`src/rtl/exec_sequencer.sv`:
```
// exec_sequencer: multi-cycle instruction sequencer.
// Walks each instruction through FETCH/DECODE/EXEC/MEM/WB, issues the single
// PC-increment strobe, lets each decoder write enable fire once per
// instruction, and adds run/step/halt control, a data-memory ready handshake
// with timeout, and a retired-instruction counter.
module exec_sequencer #(
  parameter int CNT_W  = 32,
  parameter int MEM_TO = 16
) (
  input  logic             clk,
  input  logic             rst,
  input  logic             run_en,
  input  logic             step_req,
  input  logic             resume,
  input  logic             dec_we1,
  input  logic             dec_we2,
  input  logic             dec_ld,
  input  logic             dec_halt,
  input  logic             mem_ready,
  output logic             pc_inc,
  output logic             we1_out,
  output logic             we2_out,
  output logic             mem_req,
  output logic             busy,
  output logic             halted,
  output logic             fault,
  output logic             step_ack,
  output logic [2:0]       state_o,
  output logic [CNT_W-1:0] icount
);

  localparam int TO_W = $clog2(MEM_TO + 1);
  // Value of the wait counter on the last not-ready MEM cycle before faulting.
  localparam logic [TO_W-1:0] TO_LAST = TO_W'(MEM_TO - 1);

  typedef enum logic [2:0] {
    S_IDLE   = 3'd0,
    S_FETCH  = 3'd1,
    S_DECODE = 3'd2,
    S_EXEC   = 3'd3,
    S_MEM    = 3'd4,
    S_WB     = 3'd5,
    S_HALT   = 3'd6,
    S_FAULT  = 3'd7
  } state_e;

  state_e            state_q;
  logic              step_q;
  logic [TO_W-1:0]   to_q;
  logic [CNT_W-1:0]  icount_q;

  // Sequencer state, step-mode flag, memory wait counter and retire counter.
  always_ff @(posedge clk or negedge rst) begin
    if (!rst) begin
      state_q  <= S_IDLE;
      step_q   <= 1'b0;
      to_q     <= '0;
      icount_q <= '0;
    end else begin
      case (state_q)
        S_IDLE: begin
          if (step_req) begin
            state_q <= S_FETCH;
            step_q  <= 1'b1;
          end else if (run_en) begin
            state_q <= S_FETCH;
            step_q  <= 1'b0;
          end else begin
            state_q <= S_IDLE;
          end
        end
        S_FETCH: begin
          state_q <= S_DECODE;
        end
        S_DECODE: begin
          if (dec_halt) begin
            state_q <= S_HALT;
          end else begin
            state_q <= S_EXEC;
          end
        end
        S_EXEC: begin
          if (dec_we2 || dec_ld) begin
            state_q <= S_MEM;
            to_q    <= '0;
          end else begin
            state_q <= S_WB;
          end
        end
        S_MEM: begin
          if (mem_ready) begin
            state_q <= S_WB;
          end else if (to_q == TO_LAST) begin
            // MEM_TO consecutive not-ready cycles: give up on this access.
            state_q <= S_FAULT;
          end else begin
            to_q <= to_q + TO_W'(1);
          end
        end
        S_WB: begin
          icount_q <= icount_q + CNT_W'(1);
          if (step_q) begin
            state_q <= S_IDLE;
          end else if (run_en) begin
            state_q <= S_FETCH;
          end else begin
            state_q <= S_IDLE;
          end
        end
        S_HALT, S_FAULT: begin
          if (resume) begin
            state_q <= S_IDLE;
          end else begin
            state_q <= state_q;
          end
        end
        default: begin
          state_q <= S_IDLE;
        end
      endcase
    end
  end

  // Output decode from the current state; write enables also qualify the decoder.
  always_comb begin
    pc_inc   = 1'b0;
    we1_out  = 1'b0;
    we2_out  = 1'b0;
    mem_req  = 1'b0;
    busy     = 1'b1;
    halted   = 1'b0;
    fault    = 1'b0;
    step_ack = 1'b0;
    case (state_q)
      S_IDLE: begin
        busy = 1'b0;
      end
      S_MEM: begin
        mem_req = 1'b1;
        we2_out = mem_ready & dec_we2;
      end
      S_WB: begin
        pc_inc   = 1'b1;
        we1_out  = dec_we1;
        step_ack = step_q;
      end
      S_HALT: begin
        busy   = 1'b0;
        halted = 1'b1;
      end
      S_FAULT: begin
        busy   = 1'b0;
        halted = 1'b1;
        fault  = 1'b1;
      end
      default: begin
        busy = 1'b1;
      end
    endcase
  end

  assign state_o = state_q;
  assign icount  = icount_q;

endmodule
```
`config.mk`:
```
export PLATFORM = sky130hd
export DESIGN_NAME = exec_sequencer
export DESIGN_NICKNAME = d
export VERILOG_FILES = /design/src/rtl/exec_sequencer.sv
export SDC_FILE = /design/constraint.sdc
export NUM_CORES = 1
export LEC_CHECK = 0
export CAP_MARGIN = 20
export CORE_MARGIN = 2
export CORE_UTILIZATION = 49
export DETAILED_ROUTE_END_ITERATION = 16
export PLACE_DENSITY = 0.8
export SYNTH_ARGS = -nofsm -noshare
export SYNTH_HDL_FRONTEND = slang
export SYNTH_SLANG_ARGS = --single-unit
```
`constraint.sdc`:
```
create_clock -name clk -period 2.04 [get_ports clk]
set_clock_uncertainty 0.05 [all_clocks]
set_input_delay 0.51 -clock clk [delete_from_list [all_inputs] [get_ports clk]]
set_output_delay 0.51 -clock clk [all_outputs]
set_load 0.01 [all_outputs]
```
[After elaboration in Yosys (flattened, before gate mapping)]
Index checks and enable logic that the tools add are counted.
Word-level totals
  flip-flop bits (word level): 41
  input port bits: 10
  output and inout bits: 43
  logic and storage cells: 52
Operators by class
  reduce and logical (&&, ||, !) cells: 9
  muxes and demuxes: 23
  equality and inequality tests: 13
  $add $sub $neg: 2
  bitwise operators: 1
Operators with widths (count)
  adder 32 x 1 -> 32 bit (second input constant): 1
  case mux 3 bit (7 select lines): 1
  2-to-1 mux 5 bit: 3
  2-to-1 mux 1 bit: 14
  == test 3 bit (second input constant): 4
  2-to-1 mux 3 bit: 4
  case mux 5 bit (2 select lines): 1
  == test 3 x 2 -> 1 bit (second input constant): 2
  != test 2 bit (second input constant): 3
  adder 5 x 1 -> 5 bit (second input constant): 1
  == test 5 x 4 -> 1 bit (second input constant): 1
  AND reduction 2 bit: 2
  AND reduction 4 bit: 1
  nonzero test 2 bit: 2
  == test 3 x 1 -> 1 bit (second input constant): 1
  zero test 3 bit: 1
  != test 3 bit (second input constant): 1
  OR reduction 3 bit: 1
  != test 2 x 1 -> 1 bit (second input constant): 1
  OR reduction 2 bit: 1
  bitwise AND 1 bit: 1
  logical OR 1 bit: 1

[Longest topological paths before layout]
  word-level depth: 4
  gate-level depth with buffers: 7
  mapped depth without buffers: 7

[Worst setup path after synthesis]
Ideal clock, no wire load.
  kind: register -> output
  from: register state_q[0] (netlist: state_o[0])
  to: output port step_ack
  data arrival time: 1487 ps
  required time: 1480 ps
  stages on the path, launching flop included: 5
  path slack: -7 ps
  path through: dfrtp_1 buf_2 inv_1 nor3_1 and2_1
Between the ends
  longest elaborated chain between the ends: 2
RTL lines
  from (decl): RTL line 47  | state_e state_q;
  from (signal assigned): RTL line 114  | state_q <= state_q;
  == test 3 bit: RTL line 134  | case (state_q)
  2-to-1 mux 1 bit: RTL line 134
  to (decl): RTL line 27  | output logic step_ack,
Every way passes these cells.

[Worst setup path after layout]
  from: register state_q[1] (netlist: state_o[1])
  to: output port busy
Between the ends
  longest elaborated chain between the ends: 3
RTL lines
  == test 3 bit / zero test 3 bit (equally long branches): RTL line 134
  OR reduction 3 bit (no source line) (*)
  2-to-1 mux 1 bit (*): RTL line 134
  to (decl): RTL line 24  | output logic busy,
Mark *: on every way between the ends. The rest lies on a longest branch, timed or not.

==> metrics.txt <==
worst-margin pin slew 589.5 ps; post-synth cell types 41; first-pass GRT wire length roughly 8 mm; cts hold-fix bufs 0; Slew headroom between 60 and 70%; Pre-antenna DRT Iters 4; CP arrival between 1000 and 1500 ps; final WL a little under 5 mm; Slowest-stage cell, CP dfrtp_1; Avg Cell Area, Syn between 10 and 15 µm²; fin crit share about 99%; Max Cap Violations 0; outcome finished, final reports clean; dpl cells a little over 300; DR DRC count 0; Die Ht a little under 70 µm; largest net degree at the start of global routing 28; top post-synthesis cells by area dfrtp_1 49%, xnor2_1 9.7%, xor2_1 3.8%; TritonCTS Buffers 5; die area 4776 µm²; net switching power about 0.93 mW; register clock-pin slew on the reported worst setup and hold paths ~80 ps; Met1 Routed Length roughly 2.1 mm; Synth area leader dfrtp_1; initial antenna violation count 0; clk sink count between 40 and 50; Flop pwr share a little under two fifths; Placer Congestion about 0.83; CP cell instances buf_6, or2_4, nor2_2, nor2_1, clkdlybuf4s15_2; crit-path max FO 8; total number of vias between 1,500 and 2,000; top cells by count, synth 41 x dfrtp_1, 23 x xnor2_1, 16 x nand2_1; Pleak between 1 and 1.5 nW; top layer in use met4; setup violators final 0; P_int around 1.9 mW; total power ~2.8 mW; Longest Clk Path Bufs 2; Overflow after GRT 0; initial drt markers approximately 110; Finished Cell Area 2979 µm²; achievable clock frequency around 500 MHz; I/O Pins 53; Initial Util between 50% and 60%; vias in the first global route 1,731; via/cell ratio 5.457; maximum vdd drop slightly above 0.0007 V; Final HPWL DP ~3.4 mm; clock root buffer clkbuf_8; EDFF count, synth 0; post-synthesis cell area 2077 µm²; Worst Hold Class primary input to asynchronous set/reset pin; instance count of the mapped netlist 195; Post-DP Area 2779 µm²; Slew Limit Fails 0; Synth top area share 49.40%; post-synthesis sequential area ratio 49.40%; async set-or-reset flop fraction in the synthesized netlist 100.0%; top-count cell post-synth dfrtp_1; wire per inst between 15 and 20 µm; Comb pwr share between 40% and 50%; row count 23; synthesis-stage register bit count around 40; met2 wire len about 2.5 mm; layout cell share with drive strength beyond 1 19.93%; critical path class flop to output pin; Clock power frac 20.9%; CP peak stage delay a little under 400 ps; area grow syn2layout 43.43%; WP data required 1480 ps; GRT Util Overall between 20% and 30%; number of H-tree levels 2; Pwr per Cell Area approximately 940 nW/µm²; CTS tree done; Synth Net Count approximately 210; Setup crit end kind output pin; Net Sw Frac between 30% and 40%; Antenna diodes 0; final cell count without fillers around 330; yosys warns 0; nets roughly 290; Final min period approximately 2000 ps; I/O Buffers 52; Antenna Nets Post-Route 0; routed wl met3 approximately 220 µm; die width 69.11 µm; Final Hold Fails 0; worst skew pair latency ~290 ps; core box area ~4000 µm²; CP Launch Type flop; Main synth FF type dfrtp_1; fill cell count 302; RSZ-0062 raised after global routing yes
[path summary, 6_finish.rpt]
check	startpoint	end	slack [ps]	depth (start not counted)
min reg2reg	icount[31]	icount[31]	440	1
min in group clk	icount[31]	icount[31]	440	1
min	rst	icount[27]	170	1
max reg2reg	state_o[1]	icount[31]	70	6
max in group asynchronous	rst	icount[7]	1200	2
max	state_o[1]	busy	20	5
[timing repair]
action	4_1_cts	5_1_grt
gates resized for setup	23	13
setup buffers	1	5
setup endpoints to repair	8	21
cloned	0	1
pin swaps	2	4
[cells in the final DEF, fill, tap and decap left out, drive strengths merged, types with 2 or more instances in the layout]
master and instances:
and2 4, nand3 15, a211oi 3, xnor2 23, ha 3, a21oi 5, nor4 4, dfrtp 41
o21ai 4, buf 29, nand4 9, nand2b 2, dlymetal6s2s 2, dlygate4sd2 2, clkbuf 8, nand2 16
xor2 9, or3b 2, clkdlybuf4s50 41, mux2 2, and4 4, nor2 10, and3 11, clkdlybuf4s15 3
inv 5, nor4b 2, nor3 6
[cells by family after synthesis]
kind of cell | Yosys count | share of synthesized area (%)
flip-flops | 41 | 49.40
multiplexers | 3 | 1.566
adder cells (fa/ha/maj) | 3 | 1.807
AND/OR/NAND/NOR | 89 | 26.33
XOR/XNOR | 32 | 13.49
AO/OA/AOI/OAI | 17 | 5.362
buffers and inverters | 10 | 2.048
[state kept, by name (all words and copies together), names as in the netlist]
signal / count
state_o: 3
to_q: 5
step_q: 1
icount: 32
[metrics by stage]
stage / TNS [ps] / utilization (%) / worst slack [ps] / hold WS [ps]
floorplan: 0 / - / 123.8 / 164.4
global placement: -278.9 / 68.98 / -174.0 / 404.3
detailed placement: -296.7 / 68.98 / -175.0 / 429.9
CTS: -46.01 / 72.24 / -46.01 / 189.3
global route: -317.8 / 73.94 / -54.63 / 205.8
finish: 0 / 73.94 / 16.76 / 169.7
[critical path, delay by kind of cell (launching register included)]
family	cells	cell delay [ps]
flops	1	390
buf+inv	2	350
simple gates	3	420
[layer usage]
metal | track usage, % | vias up
met2 | 34.08 | 56
met3 | 3.801 | 4
met5 | 0 | -
met1 | 26.91 | 860
met4 | 6.536 | 0
li1 | - | 859
[power groups by stage]
stage               Combinational, mW  Sequential, mW  Clock (mW)
finish                           1.17            1.04       0.582
global route                     1.29            1.06       0.635
CTS                              1.11            1.04       0.592
detailed placement               1.08            1.05           0
global placement                 1.06            1.04           0
floorplan                       0.492            1.07           0
[layout make-up]
cell class / instances / area (µm²) / area share [%]
clock buffer: 7 / 96.34 / 3.234
clock inverter: 1 / 5.005 / 0.1680
inverter: 5 / 18.77 / 0.6300
multi-input combinational: 144 / 1050 / 35.24
sequential: 41 / 1026 / 34.44
tap: 50 / 62.56 / 2.100
timing repair buffer: 78 / 720.7 / 24.19
Power figures use the tool's default switching activity.
